`src/rtl/srambank_pkg.sv`:
```
// srambank_pkg
//   Shared constants and types for the srambank request controller.
//   - SRAMBANK_AW / SRAMBANK_DW / SRAMBANK_RSP_DEPTH : default bank geometry
//     and response FIFO depth.
//   - state_t : controller state (ST_INIT exists only when SRAMBANK_INIT_EN
//     is defined at build time).
//   - req_t   : one request as seen on the upstream interface.
package srambank_pkg;

  localparam int SRAMBANK_AW        = 10;
  localparam int SRAMBANK_DW        = 80;
  localparam int SRAMBANK_RSP_DEPTH = 4;

  typedef enum logic {
    ST_RUN  = 1'b0,
    ST_INIT = 1'b1
  } state_t;

  typedef struct packed {
    logic                   write;
    logic [SRAMBANK_AW-1:0] addr;
    logic [SRAMBANK_DW-1:0] wdata;
  } req_t;

endpackage

```
`src/rtl/srambank_rsp_fifo.sv`:
```
// srambank_rsp_fifo
//   Synchronous response FIFO holding captured bank read data.
//   Ports:
//     clk, reset          : clock, synchronous active-high reset (empties FIFO)
//     push, push_data     : write one entry
//     pop                 : consume head entry (ignored when empty)
//     pop_data            : head entry, valid whenever empty == 0
//     empty               : no entries stored
//     count               : number of entries stored (0..DEPTH)
//   Push and pop in the same cycle are allowed, including when full.
//   A push while full without a pop is a design error and is flagged by an
//   assertion; upstream credit accounting must prevent it.
module srambank_rsp_fifo
  import srambank_pkg::*;
#(
  parameter int DW    = SRAMBANK_DW,
  parameter int DEPTH = SRAMBANK_RSP_DEPTH,
  parameter int CW    = $clog2(DEPTH + 1)
) (
  input  logic          clk,
  input  logic          reset,
  input  logic          push,
  input  logic [DW-1:0] push_data,
  input  logic          pop,
  output logic [DW-1:0] pop_data,
  output logic          empty,
  output logic [CW-1:0] count
);

  localparam int PW = (DEPTH > 1) ? $clog2(DEPTH) : 1;

  logic [DW-1:0] mem [DEPTH];
  logic [PW-1:0] wr_ptr;
  logic [PW-1:0] rd_ptr;
  logic          full;
  logic          do_push;
  logic          do_pop;

  // Pointers wrap explicitly so DEPTH need not be a power of two.
  function automatic logic [PW-1:0] ptr_inc(input logic [PW-1:0] p);
    return (p == PW'(DEPTH - 1)) ? '0 : p + PW'(1);
  endfunction

  assign empty    = (count == '0);
  assign full     = (count == CW'(DEPTH));
  assign do_pop   = pop & ~empty;
  // A full FIFO still accepts a push when the head leaves in the same cycle.
  assign do_push  = push & (~full | do_pop);
  assign pop_data = mem[rd_ptr];

  always_ff @(posedge clk) begin
    if (reset) begin
      wr_ptr <= '0;
      rd_ptr <= '0;
      count  <= '0;
    end else begin
      if (do_push) wr_ptr <= ptr_inc(wr_ptr);
      if (do_pop)  rd_ptr <= ptr_inc(rd_ptr);
      case ({do_push, do_pop})
        2'b10:   count <= count + CW'(1);
        2'b01:   count <= count - CW'(1);
        default: count <= count;
      endcase
      assert (!(push && full && !pop))
        else $error("srambank_rsp_fifo: push while full");
    end
  end

  // Storage carries no reset; entries are only observed through count.
  always_ff @(posedge clk) begin
    if (do_push) mem[wr_ptr] <= push_data;
  end

endmodule

```
`src/rtl/srambank_req_ctrl.sv`:
```
// srambank_req_ctrl
//   Request front-end for one synchronous SRAM bank (2**AW words x DW bits).
//   Registers the bank command pins, tracks the one-cycle bank read latency
//   and captures read data into a response FIFO.
//
//   Optional build macro: SRAMBANK_INIT_EN -- when defined, every reset is
//   followed by an INIT phase that writes zero to every bank word, one word
//   per cycle, before requests are accepted.
//
//   Ports:
//     clk, reset                 : clock, synchronous active-high reset
//     req_valid/req_ready        : request handshake
//     req_write/req_addr/req_wdata : request payload
//     rsp_valid/rsp_ready        : response handshake
//     rsp_data                   : read data, in read-acceptance order
//     busy                       : not accepting requests (reset or INIT)
//     ADDRESS/wd/banksel/read/write : registered bank command pins
//     dataout                    : bank read data, valid the cycle after a read
//
//   Handshake rule (both interfaces): a transfer happens on a rising edge
//   where valid and ready are both high; valid never depends on ready, and
//   req_ready never depends on req_valid or req_write.
//
//   Pipeline: handshake at edge N loads the command registers; the bank
//   performs the access at N+1 (pend_rd follows cmd_rd); at N+2 a read's
//   dataout is pushed into the FIFO. Requests are only accepted while
//   cmd_rd + pend_rd + fifo count < RSP_DEPTH, so every in-flight read has
//   a FIFO slot reserved and the bank is never stalled mid-read.
module srambank_req_ctrl
  import srambank_pkg::*;
#(
  parameter int AW        = SRAMBANK_AW,
  parameter int DW        = SRAMBANK_DW,
  parameter int RSP_DEPTH = SRAMBANK_RSP_DEPTH
) (
  input  logic          clk,
  input  logic          reset,
  input  logic          req_valid,
  output logic          req_ready,
  input  logic          req_write,
  input  logic [AW-1:0] req_addr,
  input  logic [DW-1:0] req_wdata,
  output logic          rsp_valid,
  input  logic          rsp_ready,
  output logic [DW-1:0] rsp_data,
  output logic          busy,
  output logic [AW-1:0] ADDRESS,
  output logic [DW-1:0] wd,
  output logic          banksel,
  output logic          read,
  output logic          write,
  input  logic [DW-1:0] dataout
);

  localparam int CW = $clog2(RSP_DEPTH + 1);
  localparam int OW = CW + 1;

  state_t        state_q;
  state_t        state_d;
  logic          cmd_rd_q;
  logic          cmd_rd_d;
  logic          pend_rd_q;
  logic          banksel_d;
  logic          read_d;
  logic          write_d;
  logic [AW-1:0] address_d;
  logic [DW-1:0] wd_d;
  logic [CW-1:0] fifo_count;
  logic          fifo_empty;
  logic [OW-1:0] outstanding;
  logic          req_fire;
  logic          rsp_fire;

`ifdef SRAMBANK_INIT_EN
  logic [AW-1:0] init_cnt_q;
  logic [AW-1:0] init_cnt_d;
`endif

  // Reads not yet delivered: in the command stage, at the bank, or queued.
  // A pop in the same cycle is deliberately not credited back.
  assign outstanding = OW'(cmd_rd_q) + OW'(pend_rd_q) + OW'(fifo_count);
  assign req_ready   = ~reset & (state_q == ST_RUN) & (outstanding < OW'(RSP_DEPTH));
  assign busy        = reset | (state_q != ST_RUN);
  assign req_fire    = req_valid & req_ready;
  assign rsp_valid   = ~fifo_empty;
  assign rsp_fire    = rsp_valid & rsp_ready;

  // Next-state and next-command logic.
  always_comb begin
    state_d   = state_q;
    banksel_d = 1'b0;
    read_d    = 1'b0;
    write_d   = 1'b0;
    address_d = ADDRESS;
    wd_d      = wd;
    cmd_rd_d  = 1'b0;
`ifdef SRAMBANK_INIT_EN
    init_cnt_d = init_cnt_q;
`endif
    case (state_q)
      ST_RUN: begin
        if (req_fire) begin
          banksel_d = 1'b1;
          read_d    = ~req_write;
          write_d   = req_write;
          address_d = req_addr;
          cmd_rd_d  = ~req_write;
          // Write-data pins only change on writes.
          if (req_write) wd_d = req_wdata;
        end
      end
`ifdef SRAMBANK_INIT_EN
      ST_INIT: begin
        banksel_d  = 1'b1;
        write_d    = 1'b1;
        address_d  = init_cnt_q;
        wd_d       = '0;
        init_cnt_d = init_cnt_q + AW'(1);
        if (init_cnt_q == '1) state_d = ST_RUN;
      end
`endif
      default: state_d = ST_RUN;
    endcase
  end

  always_ff @(posedge clk) begin
    if (reset) begin
`ifdef SRAMBANK_INIT_EN
      state_q    <= ST_INIT;
      init_cnt_q <= '0;
`else
      state_q    <= ST_RUN;
`endif
      banksel   <= 1'b0;
      read      <= 1'b0;
      write     <= 1'b0;
      ADDRESS   <= '0;
      wd        <= '0;
      cmd_rd_q  <= 1'b0;
      pend_rd_q <= 1'b0;
    end else begin
`ifdef SRAMBANK_INIT_EN
      init_cnt_q <= init_cnt_d;
`endif
      state_q   <= state_d;
      banksel   <= banksel_d;
      read      <= read_d;
      write     <= write_d;
      ADDRESS   <= address_d;
      wd        <= wd_d;
      cmd_rd_q  <= cmd_rd_d;
      pend_rd_q <= cmd_rd_q;
    end
  end

  // dataout is only sampled in the cycle after the bank performed a read.
  srambank_rsp_fifo #(
    .DW    (DW),
    .DEPTH (RSP_DEPTH),
    .CW    (CW)
  ) u_rsp_fifo (
    .clk       (clk),
    .reset     (reset),
    .push      (pend_rd_q),
    .push_data (dataout),
    .pop       (rsp_fire),
    .pop_data  (rsp_data),
    .empty     (fifo_empty),
    .count     (fifo_count)
  );

endmodule
```
`config.mk`:
```
export PLATFORM = sky130hd
export DESIGN_NAME = srambank_req_ctrl
export DESIGN_NICKNAME = d
export VERILOG_FILES = /design/src/rtl/srambank_pkg.sv /design/src/rtl/srambank_rsp_fifo.sv /design/src/rtl/srambank_req_ctrl.sv
export SDC_FILE = /design/constraint.sdc
export NUM_CORES = 1
export LEC_CHECK = 0
export BUFFER_PORTS_ARGS = -buffer_cell sky130_fd_sc_hd__buf_4
export CORE_MARGIN = 1.5
export CORE_UTILIZATION = 55
export CTS_BUF_LIST = sky130_fd_sc_hd__clkbuf_4 sky130_fd_sc_hd__clkbuf_8
export CTS_CLUSTER_DIAMETER = 60
export DETAILED_ROUTE_END_ITERATION = 10
export PLACE_DENSITY = 0.81
export REMOVE_ABC_BUFFERS = 1
export SYNTH_ARGS = -nofsm -noshare
export SYNTH_HDL_FRONTEND = slang
export SYNTH_SLANG_ARGS = --single-unit
```
`constraint.sdc`:
```
create_clock -name clk -period 3.7 [get_ports clk]
set_clock_uncertainty 0.05 [all_clocks]
set_input_delay 0.37 -clock clk [delete_from_list [all_inputs] [get_ports clk]]
set_output_delay 0.37 -clock clk [all_outputs]
set_load 0.005 [all_outputs]
```
After elaboration in Yosys (flattened, before gate mapping):

Memory sizes are Yosys's and may differ from the RTL's. A register that Yosys moved wholly into a read port is not among the register bits.
Cells that the tools add are included.

* bitwise logic cells: 11
* magnitude comparators: 1
* add/sub/neg operators: 6
* reductions and logical operators: 4
* equality and inequality tests: 5
* muxes and demuxes: 8

Operators by type and width (count)
* 2-to-1 mux 2 bit: 4
* equality test 2 bit (second input constant): 3
* one-hot mux 3 bit (2 select lines): 1
* bitwise AND 1 bit: 5
* NOT 1 bit: 5
* adder 2 x 1 -> 2 bit (second input constant): 2
* adder 2 x 3 -> 4 bit: 1
* < comparator 4 x 3 -> 1 bit (second input constant): 1
* adder 3 x 1 -> 3 bit (second input constant): 1
* equality test 3 bit (second input constant): 1
* zero test 3 bit: 1
* 2-to-1 mux 1 bit: 3
* subtractor 3 x 1 -> 3 bit (second input constant): 1
* adder 1 x 1 -> 2 bit: 1
* equality test 2 x 1 -> 1 bit (second input constant): 1
* AND reduction 2 bit: 1
* nonzero test 2 bit: 1
* OR reduction 2 bit: 1
* OR 1 bit: 1

* input bits: 175
* bits in writable memories: 320
* output and inout bits: 176
* memories kept: 1
* register bits after elaboration: 101
* logic and storage cells: 45

Memory list
* u_rsp_fifo.mem: words 4, width 80, read ports 1, clocked after memory_dff 1, wr ports 1, line srambank_rsp_fifo.sv:32 `logic [DW-1:0] mem [DEPTH];`

Logic depth before layout (Yosys ltp):

Gate-level depths: netlist of run 1.

* depth in word-level cells: 8
* depth in mapped cells: 9
* depth with buffers taken out: 9

Modules after synthesis:

From an unflattened synthesis of run 1, not the netlist that was laid out.

* cell total of the unflattened synthesis: 783
* area total of the unflattened synthesis: 16035.4 um^2

Modules (own cells, without submodules)
* srambank_rsp_fifo: sequential area each 9789.4 um^2, area each 12004.0 um^2, cells an instance 475, instances 1
* srambank_req_ctrl: sequential area each 1881.8 um^2, area each 4031.4 um^2, cells an instance 308, instances 1

Least setup slack after synthesis of run 1:

No wires, ideal clock.

* path kind: reg2reg
* from: register u_rsp_fifo.count[0]
* to: memory u_rsp_fifo.mem[0][0] in the netlist's numbering, enable pin
* data required time: 3202 ps
* clock period less this slack: 2995 ps
* arrival time: 2498 ps
* path buffers: 0
* stages on the path, launching flop included: 3
* library setup time: 448 ps
* slack: 705 ps
* path through: dfxtp_1 or4b_2 and3_1

* word-level cells in the longest chain between the ends: 8
* elaborated cells between the ends (all ways): 10
* classes of those cells: 1 x eq/ne; 2 x mux; 6 x bitwise; 1 x reduce/logical

RTL lines
* from (decl): line srambank_rsp_fifo.sv:27 `output logic [CW-1:0] count`
* from (signal assigned): line srambank_rsp_fifo.sv:60 `2'b10: count <= count + CW'(1);`
* from (signal assigned): line srambank_rsp_fifo.sv:61 `2'b01: count <= count - CW'(1);`
* from (signal assigned): line srambank_rsp_fifo.sv:62 `default: count <= count;`
* zero test 3 bit: line srambank_rsp_fifo.sv:44 `assign empty = (count == '0);`
* NOT 1 bit: line srambank_rsp_fifo.sv:46, srambank_req_ctrl.sv:85
* bitwise AND 1 bit: line srambank_req_ctrl.sv:86 `assign rsp_fire = rsp_valid & rsp_ready;`
* bitwise AND 1 bit: line srambank_rsp_fifo.sv:46 `assign do_pop = pop & ~empty;`
* OR 1 bit (*): line srambank_rsp_fifo.sv:48 `assign do_push = push & (~full | do_pop);`
* bitwise AND 1 bit (*): line srambank_rsp_fifo.sv:48
* 2-to-1 mux 1 bit (*): line srambank_rsp_fifo.sv:71 `if (do_push) mem[wr_ptr] <= push_data;`
* 2-to-1 mux 1 bit (implied by the code) (*): line srambank_rsp_fifo.sv:71
* to (decl): line srambank_rsp_fifo.sv:32

Mark *: on every way between the ends. The rest lies on a longest branch, timed or not.

==> flow_summary.ini, run 1 <==
[worst_setup_path]
crit_path_max_fanout = 46
longest_individual_stage_delay_on_the_worst_path_ps = 780
crit_buf_inv = 2
cp_data_arrival_time_ps = 2360
cp_max_stage_cell = sky130_fd_sc_hd__dfxtp_4
worst_setup_path_end_kind = primary output
critical_path.cell_chain = buf_4 > mux4_2 > buf_4
timing_worst_setup_path_type = reg2out
timing.critical_path.required_ps = 3280
crit_top_cell = sky130_fd_sc_hd__buf_4
path_delay_family = flip-flops
critical_path.startpoint_type = register

[timing]
setup_viol = 0
grt_setup_unrepaired = false
final.period_utilization = 0.752
worst_pin_slew_ps = 1020
holdWs_ps = 162
slew_headroom = 0.320
slew_viol_final = 0
timing_hold_violations_final = 0
finalCriticalPeriod_ps = 2780
total_neg_setup_slack_ps = 0
timing.fmax_ghz = 0.359

[die]
total_i_o_pin_count = 351
floorplan.rows = 62
coreArea_um2 = 28700
die_width_um = 174
die_y_um = 174
die_area_um2 = 30200
floorplan.initialDensity = 0.559

[synthesis]
synth_top_area_share = 0.599
yosysWarningCount = 0
synthTopCellsByArea = sky130_fd_sc_hd__edfxtp_1 (60%), sky130_fd_sc_hd__dfxtp_1 (13%), sky130_fd_sc_hd__mux4_2 (11%), sky130_fd_sc_hd__mux2_4 (7.4%), sky130_fd_sc_hd__nor2b_1 (3.6%)
synth-async-reset-ratio = 0
post_synthesis_compound_gate_area_fraction = 0.00351
synth.cell_area_um2 = 16000
synth.yosys.seq_area_share = 0.728
main_combinational_cell_family_by_area_after_synthesis = multiplexers
synthSimpleGateAreaFrac = 0.0440
synth_mux_area_frac = 0.195
synth_flop_cell = sky130_fd_sc_hd__edfxtp_1
yosys.cell_types.count = 31
ys_ff_latch = 423
post_synth_most_frequent_cells = sky130_fd_sc_hd__edfxtp_1 (320), sky130_fd_sc_hd__dfxtp_1 (103), sky130_fd_sc_hd__nor2b_1 (92), sky130_fd_sc_hd__mux4_2 (80), sky130_fd_sc_hd__mux2_4 (79)
synth-xor-area-share = 0.00109
synth_area_leader_cell = sky130_fd_sc_hd__edfxtp_1
synth.most_common_cell = sky130_fd_sc_hd__edfxtp_1
avg_synthesized_cell_area_um2 = 20.6
syn-instance-count = 777
synth_fa_ha_area_frac = 0.00671
synth-edff-count = 320

[placed_design]
placed_cell_area_um2 = 19000
placed_cells = 1482
place.detailed.hpwl_mm = 22.5
placement.io_buffers = 350
finalWeightedCongestion = 0.772

[grt]
initial_antenna_violation_count = 2
grt_max_degree = 100
wire_length_of_the_first_global_routing_pass_mm = 58.3
grt-ovfl-total = 0
grt_pass1_vias = 10200
grt_total_usage = 0.256

[clock_tree]
clock-root-buffer = sky130_fd_sc_hd__clkbuf_8
tritoncts_num_sinks = 423
clk_path_buf_depth = 3
ctsResizeCount = 0
post_cts_buffers = 0
cts_inserted_buffers = 68
cts_tree = yes
cts_max_level = 3
cts.reportedPaths.clkPinSlew_ps = 50
clkLatencyLatePin_ps = 570

[pwr]
swShare = 0.218
leakage_uw = 0.00851
irDropWorstVdd_uv = 308
clkPwrFrac = 0.373
comb_power_share = 0.119
switchingPower_uw = 2250
powerDensity_nw_per_um2 = 471
power_frac_seq = 0.509
p_int_uw = 8100

[route]
drt-pass1-iter-count = 5
count_of_unresolved_drc_violations_after_routing = 0
route.final.wire_length_mm = 38.4
initialDrtViolationCount = 635
detail_route.vias_per_cell = 5.22
route.vias.total = 9263
wl_per_cell_um = 21.7
drt.antenna.violating_nets = 0

[outcome]
outcome = finished clean

[min_path]
worst_hold_path_type = in2reg

[flow_run]
drv.max_cap_violation_count = 0

[layout]
final_design_area_no_fill_um2 = 22000
fin_nets = 1522
drive_above_1_share = 0.468
postLayoutCoreUtil = 0.766
area_growth_syn_to_layout_pct = 37.2
instances_no_fill = 1773
metal layers:
layer	vias up	GRT usage	wire, µm
met3	91	0.0647	2560
met1	4605	0.309	14700
met2	413	0.441	19900
li1	4154	-	-
met5	-	0	0
met4	0	0.105	1350
cell families after synthesis:
group	count (synthesis)
flops	423
buf+inv	49
simple gates	114
mux	171
compound gates	10
fa+ha+maj	8
xor+xnor	2
cell usage in the layout, fill, tap and decap left out, types with 6 or more instances in the layout:
cell type                       Yosys  final
sky130_fd_sc_hd__buf_4              1    359
sky130_fd_sc_hd__edfxtp_1         320    320
sky130_fd_sc_hd__dlygate4sd3_1      0    171
sky130_fd_sc_hd__dfxtp_1          103    101
sky130_fd_sc_hd__nor2b_1           92     92
sky130_fd_sc_hd__mux4_2            80     80
sky130_fd_sc_hd__mux2_4            79     79
sky130_fd_sc_hd__clkbuf_8           0     75
sky130_fd_sc_hd__clkbuf_4           0     28
sky130_fd_sc_hd__mux2_2            11     11
sky130_fd_sc_hd__inv_1              9      9
sky130_fd_sc_hd__clkinv_1           0      8
sky130_fd_sc_hd__ha_1               7      7
sky130_fd_sc_hd__nor2_1             6      6
final cells by class:
cell class | count | area, µm²
Antenna cell | 2 | 5.00
Clock inverter | 15 | 81.3
Timing Repair Buffer | 532 | 4450
Tap cell | 384 | 480
Multi-Input combinational cell | 305 | 4030
Clock buffer | 103 | 1240
Sequential cell | 423 | 11700
Fill cell | 1523 | 6710
Inverter | 9 | 33.8
worst paths after layout:
path / cells after the start / slack (ps) / endpoint / startpoint
setup / recovery: 3 / 920 / rsp_data[37] / register
hold / removal: 4 / 160 / u_rsp_fifo.wr_ptr[0] / rsp_ready
setup reg to reg: 5 / 1230 / wd[1] / u_rsp_fifo.count[0]
hold reg to reg: 2 / 440 / register / u_rsp_fifo.rd_ptr[0]
timing repair:
item,4_1_cts,5_1_grt
endpoints found under the setup margin,0,0
hold buffers,171,0
hold endpoints to repair,411,0
sequential cells by signal, summed over array words and instances (netlist names), named ones only:
signal             flops
banksel                1
wd                    80
pend_rd_q              1
u_rsp_fifo.rd_ptr      2
ADDRESS               10
u_rsp_fifo.count       3
u_rsp_fifo.mem       320
cmd_rd_q               1
u_rsp_fifo.wr_ptr      2
write                  1
power groups by stage:
stage / sequential, µW / clock, µW / combinational (µW)
after global routing: 5270 / 4160 / 1300
after CTS: 5260 / 3940 / 1220
after floorplan: 5420 / 0 / 445
after global placement: 5360 / 0 / 1050
after detailed placement: 5360 / 0 / 1070
final: 5270 / 3860 / 1230
worst reg2reg max path, cell delays in order, from the launching register on:
cell	delay, ps
sky130_fd_sc_hd__dfxtp_1	470
sky130_fd_sc_hd__ha_1	290
sky130_fd_sc_hd__and3_1	210
sky130_fd_sc_hd__or3_4	580
sky130_fd_sc_hd__buf_12	350
sky130_fd_sc_hd__mux2_4	370
stage by stage:
step,power [µW],worst slack [ps]
finish,10400,917
global route,10700,830
CTS,10400,842
detailed placement,6420,1250
global placement,6400,1290
floorplan,5860,-747
(Power assumes the default switching activity.)
==> run 2, diff against run 1 <==
--- a/config.mk
+++ b/config.mk
@@ -5,6 +5,7 @@
 export SDC_FILE = /design/constraint.sdc
 export NUM_CORES = 1
 export LEC_CHECK = 0
+export ABC_AREA = 1
 export BUFFER_PORTS_ARGS = -buffer_cell sky130_fd_sc_hd__buf_4
 export CORE_MARGIN = 1.5
 export CORE_UTILIZATION = 55
==> constraint.sdc (replaced) <==
create_clock -name clk -period 2.7 [get_ports clk]
set_clock_uncertainty 0.05 [all_clocks]
set_input_delay 0.27 -clock clk [delete_from_list [all_inputs] [get_ports clk]]
set_output_delay 0.27 -clock clk [all_outputs]
set_load 0.005 [all_outputs]
==> flow_summary.ini, run 2 <==
[timing]
slew_viol_final = 0
grt_setup_unrepaired = false
timing.fmax_ghz = 0.386
final.period_utilization = 0.959
slew_headroom = 0.561
holdWs_ps = 87.3
timing_hold_violations_final = 0
finalCriticalPeriod_ps = 2590
setup_viol = 0
worst_pin_slew_ps = 658

[layout]
top_register = u_rsp_fifo.mem
reg_top3 = u_rsp_fifo.mem x320, wd x80, ADDRESS x10
drive_above_1_share = 0.248
mostFrequentLayoutCell = sky130_fd_sc_hd__buf_4
commonest_cells_after_routing_fill_and_taps_aside = sky130_fd_sc_hd__buf_4 (363), sky130_fd_sc_hd__nor2_1 (334), sky130_fd_sc_hd__edfxtp_1 (320)
largest_reg_flops = 320
fin_nets = 2129
area_growth_syn_to_layout_pct = 39.3
final-seq-area_um2 = 11700
multiInputGateArea_um2 = 3560
final_design_area_no_fill_um2 = 22200
fillers = 1534

[clock_tree]
post_cts_buffers = 0
cts_max_level = 3
clk_path_buf_depth = 3
clkLatencyLatePin_ps = 570
cts_inserted_buffers = 67
clock-root-buffer = sky130_fd_sc_hd__clkbuf_8
cts_tree = yes
cts.reportedPaths.clkPinSlew_ps = 60
tritoncts_num_sinks = 423

[worst_setup_path]
r2r_cells = 9
cp_data_arrival_time_ps = 2270
timing_worst_setup_path_type = reg2out
timing.rr.start = cmd_rd_q
timing.critical_path.required_ps = 2380
timing.reg2reg.setup_slack_ps = 360
crit_path_end = rsp_data[22]
critical_path.reg2reg.endpoint = ADDRESS[9]
critical_path.startpoint_type = register
worst_setup_path_end_kind = primary output
crit_path_max_fanout = 56

[placed_design]
placement.io_buffers = 350
place.detailed.hpwl_mm = 23.9
finalWeightedCongestion = 0.867
placed_cell_area_um2 = 19000

[synthesis]
synth-edff-count = 320
post_synthesis_compound_gate_area_fraction = 0.0887
synth-xor-area-share = 0
syn-instance-count = 1403
synth.yosys.seq_area_share = 0.732
ys_ff_latch = 423
avg_synthesized_cell_area_um2 = 11.4
yosys.cell_types.count = 19
synth_top_area_share = 0.603
synth_mux_area_frac = 0
yosysWarningCount = 0
synth.cell_area_um2 = 15900
synthTopCellsByArea = sky130_fd_sc_hd__edfxtp_1 (60%), sky130_fd_sc_hd__dfxtp_1 (13%), sky130_fd_sc_hd__nor2_1 (8.0%), sky130_fd_sc_hd__o21ai_0 (5.2%), sky130_fd_sc_hd__nand2_1 (4.5%)
synth.most_common_cell = sky130_fd_sc_hd__nor2_1
synth-async-reset-ratio = 0
synthSimpleGateAreaFrac = 0.126
synth_area_leader_cell = sky130_fd_sc_hd__edfxtp_1
synth_fa_ha_area_frac = 0.00675
synth_flop_cell = sky130_fd_sc_hd__edfxtp_1
main_combinational_cell_family_by_area_after_synthesis = simple AND/OR/NAND/NOR gates
post_synth_most_frequent_cells = sky130_fd_sc_hd__nor2_1 (338), sky130_fd_sc_hd__edfxtp_1 (320), sky130_fd_sc_hd__nand2_1 (189), sky130_fd_sc_hd__o21ai_0 (166), sky130_fd_sc_hd__dfxtp_1 (103)

[grt]
initial_antenna_violation_count = 2
grt-ovfl-total = 0
wire_length_of_the_first_global_routing_pass_mm = 71.4
grt_max_degree = 99
grt_pass1_vias = 13400
grt_total_usage = 0.305

[die]
coreArea_um2 = 28600
floorplan.rows = 62
total_i_o_pin_count = 351
die_area_um2 = 30000
floorplan.initialDensity = 0.557
die_width_um = 173
die_y_um = 173

[min_path]
worst_hold_path_type = in2reg

[flow_run]
drv.max_cap_violation_count = 0

[route]
route.vias.total = 13000
route.final.wire_length_mm = 46.6
drt-pass1-iter-count = 5
drt.antenna.violating_nets = 0
wl_per_cell_um = 19.6
initialDrtViolationCount = 1200
detail_route.vias_per_cell = 5.47
count_of_unresolved_drc_violations_after_routing = 0

[pwr]
irDropWorstVdd_uv = 462
powerDensity_nw_per_um2 = 658
leakage_uw = 0.00917

[outcome]
outcome = finished clean
-- run 2: what timing repair did --
item	in CTS	in global routing
gates resized for setup	0	0
endpoints found under the hold margin	413	0
hold buffers	182	0
-- run 2: cells by family after synthesis --
family | after synthesis
AOI/OAI and AO/OA | 262
adders and majority gates | 8
buffers and inverters | 180
DFF | 423
and+or+nand+nor | 530
-- run 2: worst min-delay path by stage --
| stage | startpoint | endpoint | slack (ps) | cells after the start |
|---|---|---|---|---|
| floorplan | reset | ADDRESS[0] | 290 | 1 |
| global placement | cmd_rd_q | pend_rd_q | 390 | 2 |
| detailed placement | ADDRESS[8] | ADDRESS[8] | 410 | 2 |
| CTS | rsp_ready | register | 60 | 4 |
| global route | rsp_ready | register | 100 | 4 |
| finish | rsp_ready | register | 90 | 4 |
-- run 2: per-layer routing --
metal,vias to the layer above,GRT usage,part of all wire
li1,5851,-,-
met1,6185,0.365,0.36
met2,842,0.521,0.49
met3,151,0.0713,0.099
met4,0,0.154,0.048
met5,-,0,0
-- run 2: worst max-delay path, stage by stage (launching register included) --
cell                      delay (ps)
sky130_fd_sc_hd__dfxtp_4         590
sky130_fd_sc_hd__inv_4           210
sky130_fd_sc_hd__buf_12          240
sky130_fd_sc_hd__o21ai_0         320
sky130_fd_sc_hd__o22ai_1         160
sky130_fd_sc_hd__buf_4           160
-- run 2: power by group --
group	switching, µW	leakage (µW)	total [µW]	internal [µW]
Combinational	1020	0.00472	1980	959
Sequential	94.1	0.00373	7210	7120
Clock	2440	0.000717	5420	2980
Total	3550	0.00917	14600	11100
-- run 2: through the flow --
stage | std cells | utilization | power [µW] | setup TNS, ps | worst slack [ps]
finish | 2384 | 0.776 | 14600 | 0 | 111
global route | 2384 | 0.776 | 15100 | 0 | 20.0
CTS | 2382 | 0.776 | 14500 | 0 | 120
detailed placement | 2079 | 0.665 | 9000 | 0 | 729
global placement | 2079 | 0.665 | 8950 | 0 | 799
floorplan | 1321 | - | 8000 | -843910 | -2370
-- run 2: layout make-up --
cell class	instances	share of cell area
flip-flops and latches	423	0.526
repair buffers	556	0.215
multi-input cells	800	0.160
clock buffers	105	0.0569
well taps	384	0.0216
inverters	98	0.0167
clock inverters	16	0.00366
diodes	2	0.000225
==> run 3, diff against run 2 <==
--- a/config.mk
+++ b/config.mk
@@ -6,13 +6,13 @@
 export NUM_CORES = 1
 export LEC_CHECK = 0
 export ABC_AREA = 1
-export BUFFER_PORTS_ARGS = -buffer_cell sky130_fd_sc_hd__buf_4
+export BUFFER_PORTS_ARGS = -buffer_cell sky130_fd_sc_hd__buf_2
 export CORE_MARGIN = 1.5
-export CORE_UTILIZATION = 55
+export CORE_UTILIZATION = 35
 export CTS_BUF_LIST = sky130_fd_sc_hd__clkbuf_4 sky130_fd_sc_hd__clkbuf_8
 export CTS_CLUSTER_DIAMETER = 60
 export DETAILED_ROUTE_END_ITERATION = 10
-export PLACE_DENSITY = 0.81
+export HOLD_SLACK_MARGIN = 0.03
 export REMOVE_ABC_BUFFERS = 1
 export SYNTH_ARGS = -nofsm -noshare
 export SYNTH_HDL_FRONTEND = slang
==> flow_summary.ini, run 3 (synthesis results as in run 2) <==
[outcome]
outcome = finished clean

[layout]
postLayoutCoreUtil = 0.481
top_register = u_rsp_fifo.mem
drive_above_1_share = 0.247
mostFrequentLayoutCell = sky130_fd_sc_hd__buf_2
instances_no_fill = 2613
area_growth_syn_to_layout_pct = 36.5
reg_top3 = u_rsp_fifo.mem x320, wd x80, ADDRESS x10
largest_reg_flops = 320
commonest_cells_after_routing_fill_and_taps_aside = sky130_fd_sc_hd__buf_2 (350), sky130_fd_sc_hd__nor2_1 (334), sky130_fd_sc_hd__edfxtp_1 (320)
fin_nets = 2142

[clock_tree]
tritoncts_num_sinks = 423
cts_tree = yes
clk_path_buf_depth = 3
cts_max_level = 3
cts_inserted_buffers = 75
clkLatencyLatePin_ps = 640
cts.reportedPaths.clkPinSlew_ps = 60
clock-root-buffer = sky130_fd_sc_hd__clkbuf_8

[timing]
slew_headroom = 0.498
timing_hold_violations_final = 0
setup_ws_ps = 155
timing.fmax_ghz = 0.393
finalCriticalPeriod_ps = 2540
final.period_utilization = 0.943
worst_pin_slew_ps = 753
slew_viol_final = 0
setup_viol = 0
grt_setup_unrepaired = false

[die]
die_width_um = 216
floorplan.initialDensity = 0.353
floorplan.rows = 78
die_area_um2 = 46800
coreArea_um2 = 45200
die_y_um = 216
total_i_o_pin_count = 351

[worst_setup_path]
worst_setup_path_end_kind = primary output
crit_buf_inv = 2
path_delay_family = buffers and inverters
critical_path.startpoint_type = register
longest_individual_stage_delay_on_the_worst_path_ps = 480
crit_path_max_fanout = 160
cp_max_stage_cell = sky130_fd_sc_hd__buf_12
cp_data_arrival_time_ps = 2220
timing_worst_setup_path_type = reg2out
timing.critical_path.required_ps = 2380
critical_path.cell_chain = buf_12 > o21ai_0 > o22ai_1 > buf_2

[min_path]
worst_hold_path_type = in2reg

[route]
route.vias.total = 12100
initialDrtViolationCount = 627
drt.antenna.violating_nets = 0
detail_route.vias_per_cell = 4.61
route.final.wire_length_mm = 41.4
wl_per_cell_um = 15.9
drt-pass1-iter-count = 5
count_of_unresolved_drc_violations_after_routing = 0

[pwr]
irDropWorstVdd_uv = 399
powerDensity_nw_per_um2 = 665
leakage_uw = 0.00900

[grt]
grt_total_usage = 0.176
wire_length_of_the_first_global_routing_pass_mm = 64.6
grt-ovfl-total = 0
grt_pass1_vias = 12200
initial_antenna_violation_count = 1
grt_max_degree = 161

[placed_design]
dp_slack_ps = 484
place.detailed.hpwl_mm = 23.6
placed_cells = 2293
finalWeightedCongestion = 0.792
placement.io_buffers = 350

[flow_run]
drv.max_cap_violation_count = 0
==> run 3: area by class of cell <==
type	count	area, µm²
Multi-Input combinational cell	800	3560
Fill cell	3969	23400
Antenna cell	2	5.00
Timing Repair Buffer	561	3970
Tap cell	600	751
Clock buffer	103	1290
Sequential cell	423	11700
Clock inverter	26	130
Inverter	98	373
==> run 3: path summary, 6_finish.rpt <==
kind / startpoint / depth (start not counted) / endpoint / slack [ps]
worst max-delay path: register / 4 / rsp_data[60] / 160
worst min-delay path: req_valid / 5 / wd[76] / 90
worst max register to register: cmd_rd_q / 9 / wd[57] / 380
worst min register to register: cmd_rd_q / 2 / pend_rd_q / 410
==> run 3: through the flow <==
stage	hold WS [ps]	TNS (ps)	cell area (µm²)	power, µW
2_1_floorplan	289	-843910	15600	8000
3_5_place_dp	396	0	18400	8780
5_1_grt	89.1	0	21800	15100
3_3_place_gp	385	0	18400	8750
4_1_cts	30.6	0	21700	14700
6_report	92.8	0	21800	14500
==> run 3: timing repair <==
action / in CTS / in global routing
setup endpoints to repair: 0 / 1
gates resized for setup: 0 / 1
hold endpoints to repair: 417 / 0
setup buffers: 0 / 0
hold buffers: 189 / 0
==> run 3: metal layers <==
layer / up-vias / GRT usage / part of all wire / wire [µm]
met5: - / 0 / 0 / 0
met4: 0 / 0.0775 / 0.027 / 1130
met3: 57 / 0.0557 / 0.077 / 3210
met2: 415 / 0.292 / 0.47 / 19600
met1: 5699 / 0.211 / 0.42 / 17500
li1: 5883 / - / - / -
==> run 3: report_power, final <==
group / internal [µW] / switching (µW)
clock network: 3070 / 2530
registers: 7120 / 61.4
logic: 743 / 935
total: 10900 / 3530
==> run 3: worst min-delay path, stage by stage <==
cell                      delay (ps)
sky130_fd_sc_hd__buf_2           120
sky130_fd_sc_hd__nand4_4         200
sky130_fd_sc_hd__nand2_1          70
sky130_fd_sc_hd__nand2_1          50
sky130_fd_sc_hd__nor2_1           30
